`config.mk`:
```
export PLATFORM = sky130hd
export DESIGN_NAME = uart_cmd_frame_engine
export DESIGN_NICKNAME = d
export VERILOG_FILES = /design/src/rtl/uart_cmd_pkg.sv /design/src/rtl/uart_cmd_alu.sv /design/src/rtl/uart_cmd_frame_engine.sv
export SDC_FILE = /design/constraint.sdc
export NUM_CORES = 1
export LEC_CHECK = 0
export CAP_MARGIN = 20
export CORE_MARGIN = 2
export CORE_UTILIZATION = 55
export DETAILED_ROUTE_END_ITERATION = 10
export DONT_BUFFER_PORTS = 1
export HOLD_SLACK_MARGIN = 0.08
export PLACE_DENSITY = 0.79
export SLEW_MARGIN = 40
export SYNTH_ARGS = -nofsm -noshare
export SYNTH_HDL_FRONTEND = slang
export SYNTH_SLANG_ARGS = --single-unit
```
`constraint.sdc`:
```
create_clock -name clk -period 4.9 [get_ports clk]
set_input_delay 1.225 -clock clk [delete_from_list [all_inputs] [get_ports clk]]
set_output_delay 1.225 -clock clk [all_outputs]
set_load 0.005 [all_outputs]
```
`src/rtl/uart_cmd_pkg.sv`:
```
// Shared constants and FSM encoding for the UART command frame engine.
// Optional feature macro: UART_CMD_MUL_EN (adds opcode 0x08 MUL).
package uart_cmd_pkg;

    // Frame headers
    localparam logic [7:0] SOF_BYTE   = 8'hA5;
    localparam logic [7:0] RSP_HDR    = 8'h5A;

    // Opcodes
    localparam logic [7:0] OP_ADD     = 8'h00;
    localparam logic [7:0] OP_SUB     = 8'h01;
    localparam logic [7:0] OP_AND     = 8'h02;
    localparam logic [7:0] OP_OR      = 8'h03;
    localparam logic [7:0] OP_XOR     = 8'h04;
    localparam logic [7:0] OP_SHL     = 8'h05;
    localparam logic [7:0] OP_SHR     = 8'h06;
    localparam logic [7:0] OP_CMP     = 8'h07;
    localparam logic [7:0] OP_MUL     = 8'h08;

    // Status codes; bit7 flags ADD carry / SUB borrow / MUL overflow
    localparam logic [7:0] STS_OK      = 8'h00;
    localparam logic [7:0] STS_BAD_OP  = 8'h01;
    localparam logic [7:0] STS_CHK_ERR = 8'h02;
    localparam logic [7:0] STS_CARRY   = 8'h80;

    typedef enum logic [2:0] {
        S_IDLE,
        S_OPC,
        S_OPA,
        S_OPB,
        S_CHK,
        S_EXEC,
        S_RESP
    } state_t;

endpackage

```
`src/rtl/uart_cmd_alu.sv`:
```
// Combinational ALU for the UART command frame engine, OPERAND_W wide.
// Optional feature macro: UART_CMD_MUL_EN (opcode 0x08 MUL; otherwise bad opcode).
module uart_cmd_alu
    import uart_cmd_pkg::*;
#(
    parameter int OPERAND_W = 16
) (
    input  logic [OPERAND_W-1:0] a,
    input  logic [OPERAND_W-1:0] b,
    input  logic [7:0]           op,
    output logic [OPERAND_W-1:0] res,
    output logic                 carry,
    output logic                 bad_op
);

    localparam int SW = (OPERAND_W > 1) ? $clog2(OPERAND_W) : 1;

    logic [SW-1:0]      shamt;
    logic [OPERAND_W:0] sum;
    logic [OPERAND_W:0] diff;

    // OPERAND_W may be 24, so the shift amount needs a true modulo
    assign shamt = SW'(b % OPERAND_W);
    assign sum   = {1'b0, a} + {1'b0, b};
    assign diff  = {1'b0, a} - {1'b0, b};

`ifdef UART_CMD_MUL_EN
    logic [2*OPERAND_W-1:0] prod;
    assign prod = a * b;
`endif

    // Opcode decode; carry doubles as borrow for SUB and overflow for MUL
    always_comb begin
        res    = '0;
        carry  = 1'b0;
        bad_op = 1'b0;
        case (op)
            OP_ADD: begin res = sum[OPERAND_W-1:0];  carry = sum[OPERAND_W];  end
            OP_SUB: begin res = diff[OPERAND_W-1:0]; carry = diff[OPERAND_W]; end
            OP_AND: res = a & b;
            OP_OR:  res = a | b;
            OP_XOR: res = a ^ b;
            OP_SHL: res = a << shamt;
            OP_SHR: res = a >> shamt;
            OP_CMP: res = {{(OPERAND_W-1){1'b0}}, (a < b)};
`ifdef UART_CMD_MUL_EN
            OP_MUL: begin
                res   = prod[OPERAND_W-1:0];
                carry = |prod[2*OPERAND_W-1:OPERAND_W];
            end
`endif
            default: bad_op = 1'b1;
        endcase
    end

endmodule

```
`src/rtl/uart_cmd_frame_engine.sv`:
```
// UART command frame engine: assembles A5-framed commands, verifies the XOR
// checksum, runs the ALU and streams a 5A-framed response to UART_TX.
// Optional feature macro: UART_CMD_MUL_EN (enables MUL in uart_cmd_alu).
module uart_cmd_frame_engine
    import uart_cmd_pkg::*;
#(
    parameter int OPERAND_W      = 16,
    parameter int TIMEOUT_CYCLES = 100000
) (
    input  logic                 clk,
    input  logic                 reset,
    input  logic [7:0]           rx_data,
    input  logic                 rx_valid,
    input  logic                 tx_busy,
    output logic                 tx_start,
    output logic [7:0]           tx_data,
    output logic [OPERAND_W-1:0] result,
    output logic                 result_valid,
    output logic                 timeout,
    output logic                 rx_overrun
);

    localparam int NB = OPERAND_W / 8;
    localparam int TW = (TIMEOUT_CYCLES > 1) ? $clog2(TIMEOUT_CYCLES + 1) : 1;
    localparam logic [TW-1:0] TMO_LAST = TW'((TIMEOUT_CYCLES > 0) ? TIMEOUT_CYCLES - 1 : 0);
    localparam logic [3:0] LAST_OPB = 4'(NB - 1);
    localparam logic [3:0] LAST_TX  = 4'(NB + 2);

    state_t               state, state_nx;
    logic [7:0]           op_r, chk_acc, status_r, rchk;
    logic [OPERAND_W-1:0] a_r, b_r, resp_res, alu_res;
    logic                 alu_carry, alu_bad, chk_ok, tx_start_q;
    logic                 in_frame, tmo_term, tmo_hit;
    logic [3:0]           byte_cnt, tx_idx;
    logic [TW-1:0]        tmo_cnt;

    uart_cmd_alu #(.OPERAND_W(OPERAND_W)) u_alu (
        .a      (a_r),
        .b      (b_r),
        .op     (op_r),
        .res    (alu_res),
        .carry  (alu_carry),
        .bad_op (alu_bad)
    );

    assign in_frame = (state == S_OPC) || (state == S_OPA) || (state == S_OPB) || (state == S_CHK);
    assign tmo_term = (TIMEOUT_CYCLES != 0) && (tmo_cnt == TMO_LAST);

    // State register
    always_ff @(posedge clk or negedge reset) begin
        if (!reset) state <= S_IDLE;
        else        state <= state_nx;
    end

    // Next state, TX request and timeout detection; an arriving byte beats the timeout
    always_comb begin
        state_nx = state;
        tx_start = 1'b0;
        tmo_hit  = 1'b0;
        case (state)
            S_IDLE: if (rx_valid && rx_data == SOF_BYTE) state_nx = S_OPC;
            S_OPC:  if (rx_valid) state_nx = S_OPA;
            S_OPA:  if (rx_valid && byte_cnt == LAST_OPB) state_nx = S_OPB;
            S_OPB:  if (rx_valid && byte_cnt == LAST_OPB) state_nx = S_CHK;
            S_CHK:  if (rx_valid) state_nx = S_EXEC;
            S_EXEC: state_nx = S_RESP;
            S_RESP: begin
                // busy lags start by a cycle, so also hold off right after a pulse
                if (!tx_busy && !tx_start_q) begin
                    tx_start = 1'b1;
                    if (tx_idx == LAST_TX) state_nx = S_IDLE;
                end
            end
            default: state_nx = S_IDLE;
        endcase
        if (in_frame && !rx_valid && tmo_term) begin
            tmo_hit  = 1'b1;
            state_nx = S_IDLE;
        end
    end

    // Response byte mux: header, status, result MSB first, checksum
    always_comb begin
        rchk = status_r;
        for (int i = 0; i < NB; i++) rchk = rchk ^ resp_res[8*i +: 8];
        tx_data = 8'h00;
        if (state == S_RESP) begin
            if (tx_idx == 4'd0)         tx_data = RSP_HDR;
            else if (tx_idx == 4'd1)    tx_data = status_r;
            else if (tx_idx == LAST_TX) tx_data = rchk;
            else begin
                for (int i = 0; i < NB; i++)
                    if (tx_idx == 4'(i + 2)) tx_data = resp_res[8*(NB-1-i) +: 8];
            end
        end
    end

    // Frame capture, checksum, execution, pulses and counters
    always_ff @(posedge clk or negedge reset) begin
        if (!reset) begin
            op_r         <= '0;
            a_r          <= '0;
            b_r          <= '0;
            chk_acc      <= '0;
            chk_ok       <= 1'b0;
            byte_cnt     <= '0;
            tx_idx       <= '0;
            tmo_cnt      <= '0;
            status_r     <= '0;
            resp_res     <= '0;
            result       <= '0;
            result_valid <= 1'b0;
            timeout      <= 1'b0;
            rx_overrun   <= 1'b0;
            tx_start_q   <= 1'b0;
        end else begin
            result_valid <= 1'b0;
            timeout      <= tmo_hit;
            rx_overrun   <= rx_valid && (state == S_EXEC || state == S_RESP);
            tx_start_q   <= tx_start;
            tmo_cnt      <= (in_frame && !rx_valid) ? tmo_cnt + 1'b1 : '0;
            case (state)
                S_IDLE: begin
                    byte_cnt <= '0;
                    chk_acc  <= '0;
                end
                S_OPC: if (rx_valid) begin
                    op_r    <= rx_data;
                    chk_acc <= chk_acc ^ rx_data;
                end
                S_OPA: if (rx_valid) begin
                    a_r      <= OPERAND_W'({a_r, rx_data});
                    chk_acc  <= chk_acc ^ rx_data;
                    byte_cnt <= (byte_cnt == LAST_OPB) ? 4'd0 : byte_cnt + 4'd1;
                end
                S_OPB: if (rx_valid) begin
                    b_r      <= OPERAND_W'({b_r, rx_data});
                    chk_acc  <= chk_acc ^ rx_data;
                    byte_cnt <= (byte_cnt == LAST_OPB) ? 4'd0 : byte_cnt + 4'd1;
                end
                S_CHK: if (rx_valid) chk_ok <= (chk_acc == rx_data);
                S_EXEC: begin
                    tx_idx <= '0;
                    // a corrupt frame cannot be trusted, so checksum error outranks bad opcode
                    if (!chk_ok) begin
                        status_r <= STS_CHK_ERR;
                        resp_res <= '0;
                    end else if (alu_bad) begin
                        status_r <= STS_BAD_OP;
                        resp_res <= '0;
                    end else begin
                        status_r     <= alu_carry ? STS_CARRY : STS_OK;
                        resp_res     <= alu_res;
                        result       <= alu_res;
                        result_valid <= 1'b1;
                    end
                end
                S_RESP: if (tx_start) tx_idx <= tx_idx + 4'd1;
                default: ;
            endcase
        end
    end

endmodule

```
==> results by group <==
Run status
  – Outcome: finished clean

Clocking
  – Hold_buf cts: 0
  – Clock buffer depth: 2
  – CTS root buffer: clkbuf_16
  – Post-CTS setup buffers: 0
  – Clk slew on worst S/H paths: ~0.07 ns
  – Post-cts resize count: 0
  – CTS tree: built
  – Clock Latency Late Sink: 0.44 ns
  – H-Tree Level Count: 4
  – Num CTS Buffers: 17
  – Sink Count: 116

Die
  – Area of the die: between 15,000 and 20,000 um^2
  – Initial core utilization: ~56%
  – I/O pins: 40
  – Die height: about 130 um
  – Core area: 16,500 um^2
  – Rows: 47
  – Die width: roughly 130 um

Synthesis
  – Post-synth EDFFs: 0
  – Syn_nets: between 1,000 and 1,500
  – Ys Warns: 0
  – Post-synth top cells: 116 x dfrtp_1, 113 x nand2_1, 97 x o21ai_0
  – Top area cells in the synthesized netlist: dfrtp_1 31%, ha_1 8.0%, o21ai_0 5.2%
  – Asr flop ratio synth: 100%
  – Yosys reg bits: around 120
  – Synthesized area per cell: 8.56 um^2
  – Post-synthesis sequential area ratio: around a third
  – Count leader, synth: dfrtp_1
  – Cells after Synth: 1,081
  – Share of the synthesized area in the top cell type: between 30% and 40%
  – Netlist cell types: just under 80
  – Mapped cell area: between 9000 and 10,000 um^2
  – Ys flop type: dfrtp_1
  – Cell taking the most area after synthesis: dfrtp_1

Timing
  – Final Worst Setup Slack: roughly 1.3 ns
  – Period minus WS final: roughly 3.6 ns
  – Max Freq: 281 MHz
  – Endpoints failing setup: 0
  – Relative slew slack: between 40 and 50%
  – Final setup TNS: 0 ns
  – Hold Fails Final Rpt: 0
  – Fin. max-slew vios: 0
  – Worst Tran Pin Value: 0.855 ns
  – RSZ-0062 raised after global routing: false
  – Clk_skew: 0.0185 ns
  – Period Utilization, post-route: 72.6%

Critical path
  – Crit path max fanout: 7
  – Crit end category: output port
  – Cells along the critical path: ha_1 -> nor4b_1 -> a32oi_1 -> o211ai_1 -> o21ai_0 -> a21oi_1
  – Buf+Inv Stages, Crit Path: 0
  – Crit path DAT: about 2.3 ns
  – RR Startpoint: b_r[1]$_DFFE_PN0P_
  – Critical path's top delay family: simple AND/OR/NAND/NOR gates
  – Worst Setup SP: tx_idx[0]$_DFFE_PN0P_
  – Critical path type: reg2out
  – Crit start category: flip-flop
  – Critical path's slowest cell: nor4b_1
  – Worst path max stage delay: ~0.60 ns
  – Required @ worst endpoint: 3.67 ns

GRT
  – Largest net degree at the start of global routing: ~120
  – Overflow after GRT: 0
  – Vias in the first global route: just over 8,000
  – GRT Util Overall: about a third
  – First-pass GRT wire length: 47,300 um
  – Initial antenna violation count: 0

Detailed routing
  – DR WL/cell: between 20 and 25 um
  – Routed Antenna Nets: 0
  – Vias: slightly below 9,000
  – DR pass1 iterations: 8
  – Initial DRC Count: 989
  – DR vias/cell: 6.77
  – Final wirelength: approximately 30,000 um
  – # DRC: 0

Pwr
  – VDD IR max: roughly 0.00047 V
  – Leak Pwr: approximately 4.2 nW
  – Post-layout power: 7.00 mW
  – Pwr per Cell Area: just over 700 nW/um^2

Final layout
  – Final Core Density: between 60% and 70%
  – Layout Nets: ~1,100
  – Layout area overhead: 7.34%
  – Antenna Cells: 0
  – Non-Filler Instances: 1,280
  – Fraction of layout cells with a size suffix above 1: under 10%

Job
  – Max-Cap Viols: 0

Placement
  – Hpwl dp: 21,200 um
  – Setup Slack @ Placement: around 1.6 ns
  – Port Buffers: 0
  – Inst Count DP: between 1,000 and 1,500
  – Routability cong.: 1.10

Min path
  – HP Class: in2async
==> path summary, 6_finish.rpt <==
check / end / slack, ns / depth (start not counted)
setup / recovery: tx_data[1] / 1.34 / 6
hold / removal: b_r[11]$_DFFE_PN0P_ / 0.48 / 0
setup reg to reg: result[5]$_DFFE_PN0P_ / 1.46 / 9
hold reg to reg: tmo_cnt[0]$_DFF_PN0_ / 0.49 / 1
max in group asynchronous: result[11]$_DFFE_PN0P_ / 4.17 / 0
min in group clk: tmo_cnt[0]$_DFF_PN0_ / 0.49 / 1
==> metrics by stage <==
step	area [um^2]	hold slack, ns
after global placement	9370	0.477
after CTS	9920	0.481
after global routing	9940	0.481
after detailed placement	9380	0.485
after floorplan	9260	0.455
final	9940	0.477
==> kinds of logic after synthesis <==
family	Yosys count	synth area share (%)
compound gates	324	23.0
flops	116	31.4
fa+ha+maj	61	8.41
buf+inv	116	4.92
mux	60	9.01
xor+xnor	44	4.16
simple gates	360	19.1
==> sequential cells by signal, indices dropped and copies added, names as in the netlist, 4 cells and up <==
register and cells:
a_r 16, b_r 16, result 16, op_r 8
tmo_cnt 17, tx_idx 4, resp_res 16, byte_cnt 4
chk_acc 8
==> placed cells by master, fill, tap and decap left out, types with 5 or more instances in the layout <==
cell        count
mux2i_1        17
a21oi_1        65
mux2_2         27
a21o_1         22
nor2_1         88
clkinvlp_4      5
a221oi_1        6
a32oi_1         7
a211oi_1       14
o31ai_1         6
nand4_1        14
inv_1          50
nand2_1       112
nand3_1        29
o21ai_0        96
o211ai_1       10
mux4_2         16
nand2b_1       19
clkbuf_16      17
or3_1          10
xnor2_1        23
nand3b_1       12
inv_6           5
buf_4          12
xor2_1         21
nor3b_1         5
o22ai_1        11
a22oi_1        15
nor2b_1        14
ha_1           59
nor3_1         18
dfrtp_1       115
a31oi_1         6
==> routing by layer <==
layer / track usage (%) / share of wire, % / vias to the layer above
met1: 47.9 / 42 / 4184
met2: 50.9 / 44 / 485
met4: 15.9 / 4.7 / 0
met5: 0 / 0 / -
met3: 7.57 / 9.7 / 106
li1: - / - / 3892
==> final cells by class <==
class | instances | area [um^2]
clock inverters | 13 | 100
flip-flops and latches | 116 | 2900
multi-input cells | 849 | 5930
inverters | 52 | 195
repair buffers | 12 | 90.1
well taps | 220 | 275
fillers | 1486 | 6590
clock buffers | 18 | 439
==> power by group <==
| part | internal, mW | switching [mW] | total [mW] |
|---|---|---|---|
| clock | 0.662 | 0.513 | 1.17 |
| sequential | 1.18 | 0.515 | 1.70 |
| combinational | 1.56 | 2.56 | 4.12 |
| total | 3.41 | 3.59 | 7.00 |
No activity file was read; power rests on OpenSTA's default activity.
